[src/rtl/bic_tx_arbiter.sv]
// bic_tx_arbiter: two-source round-robin transmit arbiter with bus-invert
// coding against the lines currently driven. The coded word, invert line and
// valid are held in registers under a valid/ready handshake. The bus is left
// static whenever no new word loads.
// Optional statistics counters: define BIC_TX_STATS_EN.
module bic_tx_arbiter #(
  parameter int WIDTH  = 8,
  parameter int STAT_W = 16
) (
  input  logic             clk,
  input  logic             rst_n,
  input  logic             req0_valid,
  input  logic [WIDTH-1:0] req0_data,
  output logic             req0_ready,
  input  logic             req1_valid,
  input  logic [WIDTH-1:0] req1_data,
  output logic             req1_ready,
  output logic [WIDTH-1:0] bus_data,
  output logic             bus_inv,
  output logic             bus_valid,
  input  logic             bus_ready,
  output logic             last_grant
`ifdef BIC_TX_STATS_EN
  ,
  input  logic              stat_clr,
  output logic [STAT_W-1:0] stat_words,
  output logic [STAT_W-1:0] stat_toggles
`endif
);

  localparam int HW_W = $clog2(WIDTH) + 1;
  localparam logic [HW_W-1:0] HALF = HW_W'(WIDTH / 2);

  typedef enum logic {IDLE, SEND} state_t;

  typedef struct packed {
    logic [WIDTH-1:0] data;
    logic             inv;
  } word_t;

  state_t           state;
  logic             slot_open;
  logic             sel;
  logic             accept;
  logic [WIDTH-1:0] sel_data;
  logic [HW_W-1:0]  hd;
  word_t            nxt;

  function automatic logic [HW_W-1:0] popcnt(input logic [WIDTH-1:0] v);
    logic [HW_W-1:0] c;
    c = '0;
    for (int i = 0; i < WIDTH; i++) c = c + HW_W'(v[i]);
    return c;
  endfunction

  // Round-robin grant while the output slot is free, then code the winner
  // against the physical lines (not the previous raw word).
  always_comb begin
    slot_open  = (state == IDLE) || bus_ready;
    sel        = (req0_valid && req1_valid) ? ~last_grant : req1_valid;
    accept     = rst_n && slot_open && (req0_valid || req1_valid);
    req0_ready = accept && !sel;
    req1_ready = accept && sel;
    sel_data   = sel ? req1_data : req0_data;
    hd         = popcnt(sel_data ^ bus_data);
    nxt.inv    = (hd > HALF);
    nxt.data   = nxt.inv ? ~sel_data : sel_data;
  end

  // IDLE/SEND control; bus lines change only when a new word is accepted.
  always_ff @(posedge clk) begin
    if (!rst_n) begin
      state      <= IDLE;
      bus_data   <= '0;
      bus_inv    <= 1'b0;
      bus_valid  <= 1'b0;
      last_grant <= 1'b1;
    end else if (accept) begin
      state      <= SEND;
      bus_valid  <= 1'b1;
      bus_data   <= nxt.data;
      bus_inv    <= nxt.inv;
      last_grant <= sel;
    end else if (state == SEND && bus_ready) begin
      state      <= IDLE;
      bus_valid  <= 1'b0;
    end
  end

`ifdef BIC_TX_STATS_EN
  localparam int INC_W = HW_W + 1;
  localparam int SUM_W = STAT_W + INC_W;
  localparam logic [SUM_W-1:0] SAT = SUM_W'({STAT_W{1'b1}});

  logic [INC_W-1:0]  tog_inc;
  logic [SUM_W-1:0]  tog_sum;
  logic [STAT_W-1:0] tog_next;

  // Line transitions caused by the candidate word, saturated to counter range.
  always_comb begin
    tog_inc  = INC_W'(popcnt(nxt.data ^ bus_data)) + INC_W'(nxt.inv ^ bus_inv);
    tog_sum  = SUM_W'(stat_toggles) + SUM_W'(tog_inc);
    tog_next = (tog_sum > SAT) ? {STAT_W{1'b1}} : tog_sum[STAT_W-1:0];
  end

  // Saturating statistics; clear wins over any same-cycle increment.
  always_ff @(posedge clk) begin
    if (!rst_n || stat_clr) begin
      stat_words   <= '0;
      stat_toggles <= '0;
    end else begin
      if (bus_valid && bus_ready && stat_words != {STAT_W{1'b1}})
        stat_words <= stat_words + STAT_W'(1);
      if (accept)
        stat_toggles <= tog_next;
    end
  end
`endif

endmodule

[config.mk]
export PLATFORM = sky130hd
export DESIGN_NAME = bic_tx_arbiter
export DESIGN_NICKNAME = d
export VERILOG_FILES = /design/src/rtl/bic_tx_arbiter.sv
export SDC_FILE = /design/constraint.sdc
export NUM_CORES = 1
export LEC_CHECK = 0
export CAP_MARGIN = 20
export CELL_PAD_IN_SITES_DETAIL_PLACEMENT = 1
export CELL_PAD_IN_SITES_GLOBAL_PLACEMENT = 1
export CORE_MARGIN = 8
export CORE_UTILIZATION = 32
export DETAILED_ROUTE_END_ITERATION = 8
export PLACE_DENSITY = 0.82
export SLEW_MARGIN = 20
export SYNTH_ARGS = -nofsm -noshare
export SYNTH_HDL_FRONTEND = slang
export SYNTH_SLANG_ARGS = --single-unit
[constraint.sdc]
create_clock -name clk -period 14.5 [get_ports clk]
set_clock_uncertainty 0.05 [all_clocks]
set_input_delay 2.9 -clock clk [delete_from_list [all_inputs] [get_ports clk]]
set_output_delay 2.9 -clock clk [all_outputs]
set_load 0.1 [all_outputs]
# Word level (Yosys, flattened, before mapping)
# Cells that the tools add are included.
# Widths: inputs -> output; s select.
# op_classes
n_addsub	7
n_mux	5
bitwise	4
magnitude_cmp	1
reduce_logical	10
# ops
operator	n
$add 4x1->4	4
$mux 8	2
$not 8->8	1
$xor 8x8->8	1
$logic_and 1x1->1	6
$add 3x1->4	1
$gt 4x3->1 const B	1
$add 2x1->3	1
$mux 1	3
$add 1x1->2	1
$logic_or 1x1->1	2
$not 1->1	2
$reduce_bool 2->1	1
$logic_not 1->1	1
# word_totals
regBits	11
inputBits	21

# Logic depth before layout (Yosys ltp)
# logic_depth
word_depth	13
ltp_mapped	16
mapped_depth_nobuf	15

# Worst setup path after synthesis
# Ideal clock, no wire load.
# synth_timing
kind	input to output
startpoint	input port bus_ready
endpoint	output port req0_ready
path_slack_ns	6.957
stages	4
required_ns	11.550
arrival_ns	4.593
path_buffers	1
path_cell_list	nand2b_1 nand3b_1 clkbuf_1 nor2_1
# synth_via
elab_chain_len	4
# synth_rtl
element	line_no	source
start, declared	21	input logic bus_ready,
$logic_or 1x1->1	59	slot_open = (state == IDLE) || bus_ready;
$logic_and 1x1->1 (2 in series)	61	accept = rst_n && slot_open && (req0_valid || req1_valid);
$logic_and 1x1->1	62	req0_ready = accept && !sel;
end, declared	14	output logic req0_ready,
# Every way passes these cells.

# Worst setup path after layout
# layout_timing
startpoint	input port rst_n
endpoint	output port req1_ready
# layout_via
elab_chain_len	3
# layout_rtl
element	line_no	source
start, declared	11	input logic rst_n,
$logic_and 1x1->1 (2 in series)	61	
$logic_and 1x1->1	63	req1_ready = accept && sel;
end, declared	17	output logic req1_ready,
# Every way passes these cells.

==> results.toml <==
[yosys]
synthTopCellsByCount = "xor2_1 (13), dfxtp_1 (11), nand3_1 (9)"
syn_nets = 113
yosysTopAreaCell = "dfxtp_1"
yosysWarnings = 0
yosysUniqueCellTypes = 19
async_flop_share_pct = 0
postSynthCellCount = 85
synth.area.top_cells = "dfxtp_1 (28%), xor2_1 (14%), fa_1 (10%), mux2i_1 (10%), nand3_1 (5.7%)"
seq_area_frac_synth_pct = 27.8
yosys.area.top_type_share_pct = 27.8
yosysMostFrequentCell = "xor2_1"
ys_seq_elements = 11
synth_area_um2 = 793
synth-main-ff-cell = "dfxtp_1"
avgSynthCellArea_um2 = 9.33
synth_enable_flop_cells = 0

[setup_path]
crit_cells = 4
crit_type = "input port to primary output"
cp-start-kind = "input port"
required_ns = 11.55
crit_arrival_ns = 5.65
slowest_delay_ns = 1.18
rr_worst_depth = 15
crit_slowest_cell = "clkdlybuf4s50_1"
critPathBufInv = 2
critPathTopFamily = "buffers and inverters"
path_cells = "clkdlybuf4s50_1, nand3b_1, nor2_1, clkdlybuf4s50_1"
cp_common_cell = "clkdlybuf4s50_1"
endpoint_kind = "primary output"
cp_max_fo = 21

[route]
drt_pre_antenna_iters = 3
vias_per_cell = 4.67
routed_wl_um = 2010
drtIter0Drc = 7
antenna_left = 0
routedWlPerCell_um = 13.6
drcViolationCount = 0
vias = 691

[run]
max_cap_viol_count = 0

[floorplan]
die_w_um = 65.8
pin_count = 34
core_um2 = 2410
dieHeight_um = 65.8
start_util_pct = 32.9
die_area_um2 = 4330
rows = 18

[global_routing]
gr-total-overflow = 0
first_global_vias = 815
grt_pass1_wl_um = 3440
antenna_found_initial = 0
grt_max_degree = 22
grt.total_usage_pct = 10.2

[sta]
relSlewSlack_pct = 34.4
slew_viol_final = 0
clock.fmax_mhz = 116
finalHoldViolations = 0
rsz0062_at_grt = "no"
finalCritPeriodShare_pct = 59.3
setup_ws_ns = 5.90
final-setup-viol-count = 0
worst_pin_slew_ns = 0.981
tns_ns = 0
timing.final.crit_period_ns = 8.60

[layout]
drive_above_1_share_pct = 4.24
seq_area_um2 = 220
antenna_cells = 0
final_util_pct = 48.3
num-fill-cells = 288
fin_nets = 147
fin_area_um2 = 1160
area_delta_synth_final_pct = 46.8
multi_input_area_um2 = 520

[place]
routabilityCongestion = 0.832
dp_worst_setup_slack_ns = 5.89
place_area_um2 = 1140
port_buffers = 33
hpwl_um = 1700

[clocking]
htree_levels = 1
clock_path_buffers = 2
clk_pin_slew_ns = 0.07
cts_hold_buffers = 0
clkSinkCount = 11
cts_buffers = 3
cts_resized = 0
clock_latency_ns = 0.27
cts_tree = "done"
cts_root_buffer = "clkbuf_4"
postCtsSetupBuffers = 0

[outcome]
status = "finished clean"

[hold_path]
hold_path.class = "flip-flop to flip-flop"
hold_depth = 2
## cells by family (layout without fill, tap and decap cells)
| family | count (synthesis) | after routing | synth area share (%) |
|---|---|---|---|
| compound gates | 13 | 13 | 11.4 |
| xor+xnor | 17 | 17 | 18.8 |
| fa+ha+maj | 7 | 7 | 14.8 |
| buf+inv | 12 | 45 | 6.62 |
| flops | 11 | 11 | 27.8 |
| mux | 8 | 8 | 10.1 |
| simple gates | 17 | 17 | 10.6 |
## worst paths after layout
| kind | slack [ns] | startpoint | endpoint |
|---|---|---|---|
| worst max-delay path | 5.90 | rst_n | req1_ready |
| worst min-delay path | 0.44 | bus_inv | bus_inv |
| worst max register to register | 9.75 | last_grant | bus_data[5] |
| worst min register to register | 0.44 | bus_inv | bus_inv |
## metal layers
layer  part of all wire (%)  wire [µm]  GRT usage (%)  up-vias
met4                   0.45          9           3.27        0
li1                       -          -              -      349
met2                     48        971           16.9       21
met5                      0          0              0        -
met1                     43        855           10.6      319
met3                    8.5        170           5.59        2
## worst min-delay path: stages (launching register included)
cell	delay, ns
dfxtp_1	0.32
nand3_1	0.07
nand2_1	0.05
## sequential cells by signal (all words and copies together), names as in the netlist
register / flops
bus_data: 8
bus_inv: 1
last_grant: 1
state: 1
## through the flow
stage          std cells  hold WS, ns
2_1_floorplan         85        0.848
3_3_place_gp         144        0.419
3_5_place_dp         144        0.420
4_1_cts              148        0.436
5_1_grt              148        0.444
6_report             148        0.440
## final cells by class
class                      count  share of cell area [%]
multi-input combinational     62                    44.7
timing repair buffer          33                    28.4
sequential                    11                    18.9
tap                           30                    3.22
inverter                       8                    2.58
clock buffer                   4                    2.26
## cell usage in the layout (no fill, tap or decap), types with 2 or more instances in the layout
cell / n
clkdlybuf4s50_1: 33
xor2_1: 13
dfxtp_1: 11
nand3_1: 9
mux2i_1: 8
inv_1: 8
o21ai_1: 8
xnor2_1: 4
nor2_1: 4
fa_1: 4
ha_1: 3
clkbuf_4: 3
nand2b_1: 2
a21oi_1: 2
Power is not shown: default switching activity piles up to over one toggle a cycle in this logic, so the estimate is an artifact.
